$ cat src/rtl/instr_fetch.sv
// Instruction fetch stage: PC, req/gnt/rvalid fetch bus, in-order prefetch FIFO and redirect flush.
// Define IFETCH_ALIGN_CHECK_EN to fault on misaligned redirect targets instead of silently aligning them.
module instr_fetch #(
    parameter logic [31:0] RESET_PC   = 32'h0000_0000,
    parameter int          FIFO_DEPTH = 2
) (
    input  logic        clk_i,
    input  logic        rstn_i,
    output logic        imem_req_o,
    output logic [31:0] imem_addr_o,
    input  logic        imem_gnt_i,
    input  logic        imem_rvalid_i,
    input  logic [31:0] imem_rdata_i,
    output logic        instr_valid_o,
    output logic [31:0] instr_data_o,
    output logic [31:0] instr_pc_o,
    input  logic        instr_ready_i,
    input  logic        redirect_i,
    input  logic [31:0] redirect_pc_i,
    output logic        instr_fault_o
);
    localparam int PW = (FIFO_DEPTH > 1) ? $clog2(FIFO_DEPTH) : 1;
    localparam int CW = PW + 1;

    typedef logic [CW-1:0] cnt_t;
    typedef logic [PW-1:0] ptr_t;
    typedef enum logic [1:0] {ST_IDLE, ST_FETCH, ST_FLUSH} state_t;

    localparam cnt_t DEPTH_C = cnt_t'(FIFO_DEPTH);

    state_t      state, state_nxt;
    logic [31:0] fetch_pc;
    logic [31:0] resp_pc;
    logic [31:0] redirect_target;
    cnt_t        outstanding, outstanding_nxt;
    cnt_t        drop, drop_nxt;
    cnt_t        fifo_count;
    ptr_t        rd_ptr, wr_ptr;
    logic [31:0] fifo_data [FIFO_DEPTH];
    logic [31:0] fifo_pc   [FIFO_DEPTH];
    logic [CW:0] inflight;
    logic        fault;
    logic        issue, rsp, push, pop;

    assign redirect_target = redirect_pc_i & 32'hFFFF_FFFC;

    // Every outstanding request owns a FIFO slot, so a returning word can always be pushed.
    assign inflight    = {1'b0, fifo_count} + {1'b0, outstanding};
    assign imem_req_o  = (state != ST_IDLE) && !fault && (inflight < {1'b0, DEPTH_C});
    assign imem_addr_o = fetch_pc;
    assign issue       = imem_req_o && imem_gnt_i;

    // A response with nothing outstanding belongs to a request issued before a reset.
    assign rsp  = imem_rvalid_i && (outstanding != '0);
    assign push = rsp && (drop == '0) && !redirect_i;
    assign pop  = instr_valid_o && instr_ready_i;

    assign instr_valid_o = (fifo_count != '0);
    assign instr_data_o  = fifo_data[rd_ptr];
    assign instr_pc_o    = fifo_pc[rd_ptr];
    assign instr_fault_o = fault;

    // On redirect, everything still on the bus (including a grant this cycle) becomes stale.
    always_comb begin
        // NOTE: every combinational output gets a default first so no path can infer a latch.
        outstanding_nxt = outstanding + cnt_t'(issue) - cnt_t'(rsp);
        drop_nxt        = drop;
        if (redirect_i) begin
            drop_nxt = outstanding_nxt;
        end else if (rsp && (drop != '0)) begin
            drop_nxt = drop - cnt_t'(1);
        end
    end

    always_comb begin
        state_nxt = state;
        unique case (state)
            ST_IDLE:  state_nxt = ST_FETCH;
            ST_FETCH: if (redirect_i && (drop_nxt != '0)) state_nxt = ST_FLUSH;
            ST_FLUSH: if (drop_nxt == '0) state_nxt = ST_FETCH;
            default:  state_nxt = ST_IDLE;
        endcase
    end

    // NOTE: sequential state uses non-blocking assignments so every flop samples pre-edge values.
    always_ff @(posedge clk_i or negedge rstn_i) begin
        if (!rstn_i) begin
            state <= ST_IDLE;
        end else begin
            state <= state_nxt;
        end
    end

    always_ff @(posedge clk_i or negedge rstn_i) begin
        if (!rstn_i) begin
            fetch_pc    <= RESET_PC;
            resp_pc     <= RESET_PC;
            outstanding <= '0;
            drop        <= '0;
            fifo_count  <= '0;
            rd_ptr      <= '0;
            wr_ptr      <= '0;
            // NOTE: storage is reset only because it is two entries and the head must read zero.
            for (int i = 0; i < FIFO_DEPTH; i++) begin
                fifo_data[i] <= '0;
                fifo_pc[i]   <= '0;
            end
        end else begin
            outstanding <= outstanding_nxt;
            drop        <= drop_nxt;
            if (redirect_i) begin
                fetch_pc   <= redirect_target;
                resp_pc    <= redirect_target;
                fifo_count <= '0;
                rd_ptr     <= '0;
                wr_ptr     <= '0;
            end else begin
                if (issue) begin
                    fetch_pc <= fetch_pc + 32'd4;
                end
                // Surviving responses are contiguous, so their PC is just a running counter.
                if (push) begin
                    fifo_data[wr_ptr] <= imem_rdata_i;
                    fifo_pc[wr_ptr]   <= resp_pc;
                    resp_pc           <= resp_pc + 32'd4;
                    wr_ptr            <= wr_ptr + ptr_t'(1);
                end
                if (pop) begin
                    rd_ptr <= rd_ptr + ptr_t'(1);
                end
                fifo_count <= fifo_count + cnt_t'(push) - cnt_t'(pop);
            end
        end
    end

`ifdef IFETCH_ALIGN_CHECK_EN
    logic redirect_fault;
    assign redirect_fault = (redirect_pc_i[1:0] != 2'b00);

    // Fault holds off issue until a later aligned redirect clears it.
    always_ff @(posedge clk_i or negedge rstn_i) begin
        if (!rstn_i) begin
            fault <= 1'b0;
        end else if (redirect_i) begin
            fault <= redirect_fault;
        end
    end
`else
    assign fault = 1'b0;
`endif

endmodule

$ cat config.mk
export PLATFORM = sky130hd
export DESIGN_NAME = instr_fetch
export DESIGN_NICKNAME = d
export VERILOG_FILES = /design/src/rtl/instr_fetch.sv
export SDC_FILE = /design/constraint.sdc
export NUM_CORES = 1
export LEC_CHECK = 0
export CORE_MARGIN = 2
export CORE_UTILIZATION = 57
export DETAILED_ROUTE_END_ITERATION = 8
export PLACE_DENSITY_LB_ADDON = 0.05
export SETUP_SLACK_MARGIN = 0.5
export SYNTH_ARGS = -nofsm -noshare
export SYNTH_HDL_FRONTEND = slang
export SYNTH_SLANG_ARGS = --single-unit
$ cat constraint.sdc
create_clock -name clk_i -period 4.9 [get_ports clk_i]
set_input_delay 0.98 -clock clk_i [delete_from_list [all_inputs] [get_ports clk_i]]
set_output_delay 0.98 -clock clk_i [all_outputs]
set_load 0.05 [all_outputs]
==> impl_results.md <==
* Clock Latency Late Sink at 0.43 ns
* # Post-CTS Setup Buffers at 0
* FILL cells at 1167
* CTS resizes at 0
* Worst EP arrival at 2.78 ns
* DR WL/cell at 19.7 µm
* Post-Synthesis Cells at 810
* Die height at 134 µm
* H-tree lvl count at 4
* Routed WL at 23.3 mm
* # hold bufs at CTS at 0
* FMAX at 266 MHz
* 1st-pass router iterations at 5
* Nets@finish at 1030
* CORE AREA at 16600 µm²
* Vias in the first global route at 7383
* Leak at 4.90 nW
* Die area at 18000 µm²
* Clock Pin Slew Worst Setup and Hold Paths at 0.06 ns
* CTS Root Cell: clkbuf_16
* Fin cells at 1184
* N_diodes at 0
* Number of clock sinks at 194
* Slew @ Worst Pin at 1.06 ns
* Cell count after placement at 1153
* Worst hold path type: register to register
* Mapped Area at 9640 µm²
* CTS Buf Count at 17
* Setup tns final at 0 ns
* R2r worst-path depth at 10
* Count leader, synth: dfrtp_1
* Top cells by count, synth: dfrtp_1 (194), mux2_2 (191), nor2_1 (44), clkbuf_1 (28), a311oi_1 (25)
* Routability-driven placement congestion ratio at 0.909
* VDD IR max at 0.000436 V
* Worst hold endpoint: fifo_data[29]
* CTS tree: yes
* Mapped Avg Cell Area at 11.9 µm²
* WS Path Type: register to output port
* FF+latch count, synth at 194
* Total Routing Usage GR at 26.6%
* Startpoint types: register
* Status: finished, final reports clean
* First-pass GRT wire length at 37.9 mm
* Hold Path Cell Cnt at 1
* Top cells by area, synth: dfrtp_1 (50%), mux2_2 (22%), a311oi_1 (2.3%)
* IO Pins at 169
* CTS max path bufs at 2
* Routed via count at 7250
* Async set-reset flop share out of synthesis at 100%
* Crit-path max cell delay at 0.97 ns
* Crit Reg-Reg Endpoint: state[1]
* Pin count of the biggest net entering global routing at 112
* Layout cells sized above 1 at 25.5%
* Fin crit period at 3.76 ns
* RSZ-0062 raised after global routing: false
* Hold path startpoint: fifo_data[29]
* Pins over their slew limit at 0
* Cell taking the most area after synthesis: dfrtp_1
* Grt ovf at 0
* Initial antenna violation count at 0
* Reg2reg setup slack at 1.74 ns
* Post-Route Utilization at 72.8%
* Initial DRC Count at 503
* CP Capture Type: output port
* Clk_skew at 0.00878 ns
* Pwr Density at 637 nW/µm²
* Yosys warns at 0
* Area share of the largest cell type after synthesis at 50.3%
* DR vias/cell at 6.12
* Post-DRT Antenna Nets at 0
* Initial Util at 58.1%
* Post-DP HPWL at 15.9 mm
* Reg-to-reg startpoint: outstanding[0]
* Final worst-path cycle share at 76.8%
* CP Cell Sequence: buf_12 -> mux2_2 -> clkdlybuf4s50_1
* Worst path required time at 3.92 ns
* Max_slew headroom at 29.0%
* Crit-path slowest cell: dfrtp_2
* Netlist cell types at 51
* Post-route DRC at 0
* Post-synthesis sequential area ratio at 50.3%
* Final setup vio count at 0
* Port Buf Inserts at 161
* Max Cap Viol at 0
* CP Max Fanout at 36
* EDFF count, synth at 0
* Power, Total at 0.00769 W
* # rows at 47
* Area Growth Syn to Fin at 25.3%
* Hold Vio Cnt, Final at 0
* Die W at 134 µm
* Top FF cell, synth: dfrtp_1
==> report_power, final <==
group          leakage, nW  total (W)  switching [W]  internal [W]
clock network        0.295    0.00146       0.000579      0.000877
registers             2.38    0.00255       0.000401       0.00214
logic                 2.22    0.00369        0.00215       0.00154
total                 4.90    0.00769        0.00313       0.00456
==> logic make-up (layout without fill, tap and decap cells) <==
family | after synthesis | count (layout) | synth area share [%]
AO/OA/AOI/OAI | 104 | 104 | 7.69
flip-flops | 194 | 194 | 50.3
multiplexers | 194 | 194 | 22.6
other | 1 | 5 | 0.0389
adder cells (fa/ha/maj) | 8 | 8 | 1.12
AND/OR/NAND/NOR | 222 | 222 | 13.2
XOR/XNOR | 20 | 20 | 1.97
buffers and inverters | 67 | 217 | 3.06
==> metal layers <==
metal	up-vias	track usage, %	wire [µm]
met1	3635	36.0	10300
met5	-	0	0
met4	0	8.07	403
met2	254	44.7	11500
li1	3328	-	-
met3	33	4.04	1140
==> flip-flops by register name (all words and copies together) (netlist names) <==
register / count
imem_addr_o: 30
fifo_data: 64
wr_ptr: 1
state: 2
rd_ptr: 1
resp_pc: 30
fifo_pc: 60
fifo_count: 2
drop: 2
outstanding: 2
==> cell type report <==
class | instances | area, µm² | share of cell area [%]
repair buffers | 171 | 1750 | 14.5
flip-flops and latches | 194 | 4860 | 40.2
well taps | 220 | 275 | 2.28
clock buffers | 21 | 460 | 3.81
multi-input cells | 553 | 4520 | 37.4
clock inverters | 10 | 158 | 1.31
inverters | 15 | 56.3 | 0.466
==> stage by stage <==
stage               area (µm²)  hold WS (ns)  setup WS (ns)
floorplan                 9660         0.475           1.73
global placement         11500         0.483           1.48
detailed placement       11500         0.491           1.44
CTS                      12100         0.507           1.11
global route             12100         0.514           1.02
finish                   12100         0.502           1.14
==> worst max-delay path, delay by kind of cell (launching register included) <==
| family | cells | cell delay (ns) |
|---|---|---|
| DFF | 1 | 0.97 |
| muxes | 1 | 0.36 |
| buffers and inverters | 2 | 1.00 |
==> cell usage in the layout (no fill, tap or decap), types with 6 or more instances in the layout <==
master and count:
dfrtp_1 193, mux2_2 191, clkdlybuf4s50_1 160, nor2_1 42
a311oi_1 25, nand2_1 23, a31oi_1 22, nor4_1 20
nor3_1 19, nand4_1 19, xnor2_1 18, clkbuf_16 17
and4_1 16, nand3_1 15, a21oi_1 15, inv_1 14
nor2b_1 14, or4_1 14, o31ai_1 14, o21ai_0 12
or3_1 11, and2_1 8, ha_1 7, or2_2 6
==> worst max-delay path by stage <==
stage,start,to,slack [ns]
final,rd_ptr,instr_data_o[12],1.14
after global routing,rd_ptr,instr_data_o[15],1.02
after CTS,rd_ptr,instr_pc_o[16],1.11
after detailed placement,imem_rvalid_i,fifo_data[24],1.44
after global placement,imem_rvalid_i,fifo_pc[18],1.48
after floorplan,outstanding[0],imem_req_o,1.73
Note: power is estimated with default switching activity, not from simulation.
==> edit 1, RTL diff (same flow settings) <==
The parameter `FIFO_DEPTH` goes from 2 to 8.
--- a/src/rtl/instr_fetch.sv
+++ b/src/rtl/instr_fetch.sv
@@ -3,5 +3,5 @@
 module instr_fetch #(
     parameter logic [31:0] RESET_PC   = 32'h0000_0000,
-    parameter int          FIFO_DEPTH = 2
+    parameter int          FIFO_DEPTH = 8
 ) (
     input  logic        clk_i,
Function: changed (Yosys sat finds a counterexample within 4 cycles, from zero or initial values and one cycle with rstn_i low).
==> edit 1 against the original RTL <==
Area after synthesis rose to 2.8 times the old value. Highest routed layer unchanged. Hold slack worse by 62 ps. Worst setup slack got worse by 460 ps. Count of clock-buffer cells in the layout grew 78. Power is 87% higher. Clock skew is 2.6 ps higher. Routed wire length rose by 150%. Final area increased to 2.6 times the old value. First-iteration DRC count up 73%. Largest power group is now sequential cells. Clock power grew to 3.0 times the old value. Sequential cell count rose by 382. Critical endpoint is now instr_pc_o[19].
==> edit 1: results (changes against the original RTL) <==
| Metric | Value |
|---|---|
| CTS Buf Count | `60 (+43)` |
| Yosys Warn Count | `0 (unchanged)` |
| Buffers on Ports | `161 (unchanged)` |
| Worst slew pin tran | `1040 ps (-20.5 ps)` |
| Ratio of final minimum period to clock period | `0.862 (+0.0946)` |
| Iteration-0 DRC count of the detailed router | `869 (+73%)` |
| Clock Path Buffers | `3 (+1)` |
| Postcts setup bufs | `1 (+1)` |
| Leakage power | `0.0143 uW (+190%)` |
| Largest net degree at the start of global routing | `111 (-0.89%)` |
| Peak VDD IR | `0.386 mV (-12%)` |
| M3 GR Usage | `0.0420 (+0.00152)` |
| Reg clk slew, reported paths | `60 ps (about the same)` |
| H-tree levels | `2 (-2)` |
| GRT Overall Usage | `0.242 (-0.0234)` |
| Sequential area share after synthesis | `0.537 (+0.0339)` |
| Place WS | `705 ps (-739 ps)` |
| Cell area after placement | `29100 sq um (+150%)` |
| Hold Crit Class | `input pin to asynchronous set/reset pin` |
| First-pass GRT wire length | `93.5 mm (+150%)` |
| DR WL/cell | `22.7 microns (+15%)` |
| DPL Wire Length | `34.4 mm (+120%)` |
| Met2 Use GR | `0.393 (-0.0538)` |
| Fillers | `3342 (+190%)` |
| Drt via density | `5.98 (-2.4%)` |
| Net Sw Power | `4710 uW (+50%)` |
| Fin Hold WS | `439 ps (-62.2 ps)` |
| Mapped Avg Cell Area | `15.2 sq um (+28%)` |
| Unique masters post-synth | `57 (+12%)` |
| DRT Wirelength | `57.7 mm (+150%)` |
| Biggest regs | `fifo_data (256), fifo_pc (240)` |
| 1st-pass router iterations | `4 (-1)` |
| Outcome | `complete, no violations` |
| Reg-to-reg setup timing slack | `1000 ps (-740 ps)` |
| CTS Root Cell | `clkbuf_16` |
| Gp weighted congestion | `0.818 (-10%)` |
| Met1 Use GR | `0.343 (-0.0166)` |
| Vias in the first global route | `16500 (+120%)` |
| Post-synth top cells | `582 x mux2_2, 576 x dfrtp_1, 124 x mux4_2` |
| NumNets Final | `1981 (+92%)` |
| Clk_lat worst skew | `620 ps (+190 ps)` |
| Crit Path Max Fanout | `18 (-50%)` |
| Worst Path Arrival | `3250 ps (+470 ps)` |
| Top post-synthesis cells by area | `dfrtp_1 54%, mux2_2 24%, mux4_2 10%` |
| Layout cells sized above 1 | `0.445 (+0.190)` |
| Worst Skew | `11.4 ps (+2.63 ps)` |
| # resized after CTS | `0 (unchanged)` |
| DP Cell Count | `2435 (+110%)` |
## edit 1: cell types whose count changed in the layout (fill, tap and decap cells not counted), moves of 25 or more
cell / unedited run / this run
clkbuf_16: 17 / 61
a311oi_1: 25 / 0
dfrtp_1: 193 / 573
mux4_2: 0 / 124
mux2_2: 191 / 582
## edit 1: per-layer routing
layer  vias up  share of wire  wire (microns)
met2       255           0.48           27800
met4         0          0.022            1270
li1       6720              -               -
met1      8130           0.46           26500
met5         -              0               0
met3        97          0.037            2160
## edit 1: logic make-up (layout without fill, tap and decap cells)
| logic type | Yosys count | count (layout) | synth area share |
|---|---|---|---|
| multiplexers | 725 | 725 | 0.356 |
| other | 1 | 6 | 0.000140 |
| AO/OA/AOI/OAI | 40 | 40 | 0.0105 |
| AND/OR/NAND/NOR | 169 | 169 | 0.0385 |
| XOR/XNOR | 60 | 60 | 0.0196 |
| flip-flops | 576 | 576 | 0.537 |
| buffers and inverters | 170 | 340 | 0.0279 |
| adder cells (fa/ha/maj) | 20 | 20 | 0.00989 |
## edit 1: final cells by class
type                       instances  area, sq um  share of cell area
clock inverter                     7         67.6             0.00218
multi-input combinational       1019        11700               0.378
sequential                       576        14400               0.466
timing repair buffer             200         2050              0.0663
antenna                            1         2.50           0.0000808
tap                              607          759              0.0245
inverter                          34          128             0.00412
clock buffer                      99         1820              0.0587
## edit 1: through the flow
step            util  power, uW
2_1_floorplan      -       8770
6_report       0.667      14400
5_1_grt        0.667      15100
3_5_place_dp   0.626      10200
4_1_cts        0.667      14600
3_3_place_gp   0.626      10100
## edit 1: path summary, 6_finish.rpt
| kind | startpoint | to | depth (start not counted) |
|---|---|---|---|
| setup / recovery | rd_ptr[0] | instr_pc_o[19] | 4 |
| hold / removal | rstn_i | fifo_data[137] | 1 |
| setup reg to reg | outstanding[3] | state[0] | 15 |
| hold reg to reg | fifo_pc[39] | fifo_pc[39] | 1 |
| max in group asynchronous | rstn_i | rd_ptr[0] | 2 |
| min in group clk_i | fifo_pc[39] | fifo_pc[39] | 1 |
## edit 1: critical path, stage by stage (launching register included)
cell and delay (ps):
dfrtp_4 620, buf_4 430, mux4_2 560, mux2_2 310, clkdlybuf4s50_1 710
## edit 1: power groups by stage
stage	clock (uW)	sequential [uW]	combinational, uW
detailed placement	0	5660	4500
CTS	4480	5560	4560
finish	4370	5570	4480
global placement	0	5640	4460
floorplan	0	5550	3220
global route	4680	5630	4780
==> edit 2, RTL diff (same flow settings) <==
Without the edit above. Put a register stage on the output `instr_fault_o`. The value now appears one clock later. The other outputs are not delayed to match.
--- a/src/rtl/instr_fetch.sv
+++ b/src/rtl/instr_fetch.sv
@@ -59,5 +59,7 @@
     assign instr_data_o  = fifo_data[rd_ptr];
     assign instr_pc_o    = fifo_pc[rd_ptr];
-    assign instr_fault_o = fault;
+    always_ff @(posedge clk_i) begin
+        instr_fault_o <= fault;
+    end
 
     // On redirect, everything still on the bus (including a grant this cycle) becomes stale.
Check against the original RTL: no difference found for any inputs over 4 cycles, from zero or initial values and one cycle with rstn_i low; that may be too few to reach the edited logic, so the function may still have changed.
==> edit 2 against the original RTL <==
Final area is 0.74% lower. Sequential cell count stayed put. Critical endpoint is now instr_data_o[10]. Area after synthesis hardly changed. Combinational power is 2% higher. Power is 0.34% lower. Largest cell class unchanged. Worst setup slack worse by 160 ps. Routed wire length hardly changed.
==> edit 2: results (changes against the original RTL) <==
| Metric | Value |
|---|---|
| Outcome | `complete, no violations` |
| Slowest stage delay, CP | `880 ps (-90 ps)` |
| Met3 WL | `1.47 mm (+29%)` |
| Clock share of power | `0.181 (-0.008)` |
| Min-delay src | `fifo_data[44]` |
| #MultiIn Comb | `552 (-0.18%)` |
| Reg-to-reg setup timing slack | `2020 ps (+280 ps)` |
| Pwr dens | `639 nW/um^2 (+0.40%)` |
| Worst Path Arrival | `2940 ps (+160 ps)` |
| Top post-synthesis cells by area | `dfrtp_1 50%, mux2_2 23%, a31oi_1 1.8%` |
| Vias in the first global route | `7489 (+1.4%)` |
| Largest net degree at the start of global routing | `116 (+3.6%)` |
| DRT Wirelength | `23.3 mm (about the same)` |
| Met1 Use GR | `0.360 (+0.000566)` |
| # clk buffers | `18 (-14%)` |
| M3 GR Usage | `0.0457 (+0.00529)` |
| Worst Reg-to-Reg Cells | `6 (-4)` |
| DPL Wire Length | `16.0 mm (+0.84%)` |
| Inverters | `12 (-3)` |
| Hold endpoint | `fifo_data[44]` |
| Worst reg2reg endpoint | `imem_addr_o[14]` |
| Fin Hold WS | `503 ps (+0.921 ps)` |
| Worst slew pin tran | `1050 ps (-14.9 ps)` |
| End point of the critical path | `instr_data_o[10]` |
| Post-synth top cells | `196 x mux2_2, 194 x dfrtp_1, 40 x nor2_1` |
| First-pass GRT wire length | `38.5 mm (+1.5%)` |
| Met2 wire length | `11.4 mm (-0.96%)` |
| Gp weighted congestion | `0.878 (-3.4%)` |
| Fillers | `1171 (+0.34%)` |
| Iteration-0 DRC count of the detailed router | `393 (-22%)` |
| Signal buffers share of area | `0.144 (-0.00101)` |
| Leakage power | `0.00492 uW (+0.42%)` |
| Crit Path Max Fanout | `33 (-8.3%)` |
| Metal-1 WL | `9.99 mm (-2.8%)` |
| Unique masters post-synth | `54 (+5.9%)` |
| P_comb | `3750 uW (+2%)` |
| Met2 Use GR | `0.446 (-0.00142)` |
| Postcts setup bufs | `0 (unchanged)` |
| Origin of the critical flop-to-flop path | `outstanding[0]` |
| Net Sw Power | `3260 uW (+4.1%)` |
| Via count | `7234 (-0.22%)` |
| Layout cells sized above 1 | `0.263 (+0.00808)` |
[edit 2: changes by cell type after synthesis, sizes merged, moves of 6 or more]
cell    unedited run  this run
xor2               1         7
a211oi             5        12
nor2b             14         4
and4              16         7
a21oi             15         7
or4               14        24
a311oi            25         3
nand2             23        29
[edit 2: per-stage QoR]
| stage | cells | area, sq um | setup WS, ps |
|---|---|---|---|
| 5_1_grt | 1181 | 12000 | 851 |
| 6_report | 1181 | 12000 | 984 |
| 2_1_floorplan | 813 | 9660 | 1910 |
| 3_3_place_gp | 1149 | 11400 | 1460 |
| 3_5_place_dp | 1149 | 11400 | 1410 |
| 4_1_cts | 1181 | 12000 | 918 |
[edit 2: logic make-up after synthesis]
family / after synthesis / share of synthesized area
XOR/XNOR: 23 / 0.0224
multiplexers: 199 / 0.232
buffers and inverters: 67 / 0.0331
AND/OR/NAND/NOR: 220 / 0.129
AO/OA/AOI/OAI: 97 / 0.0690
flip-flops: 194 / 0.503
other: 1 / 0.000389
adder cells (fa/ha/maj): 8 / 0.0112
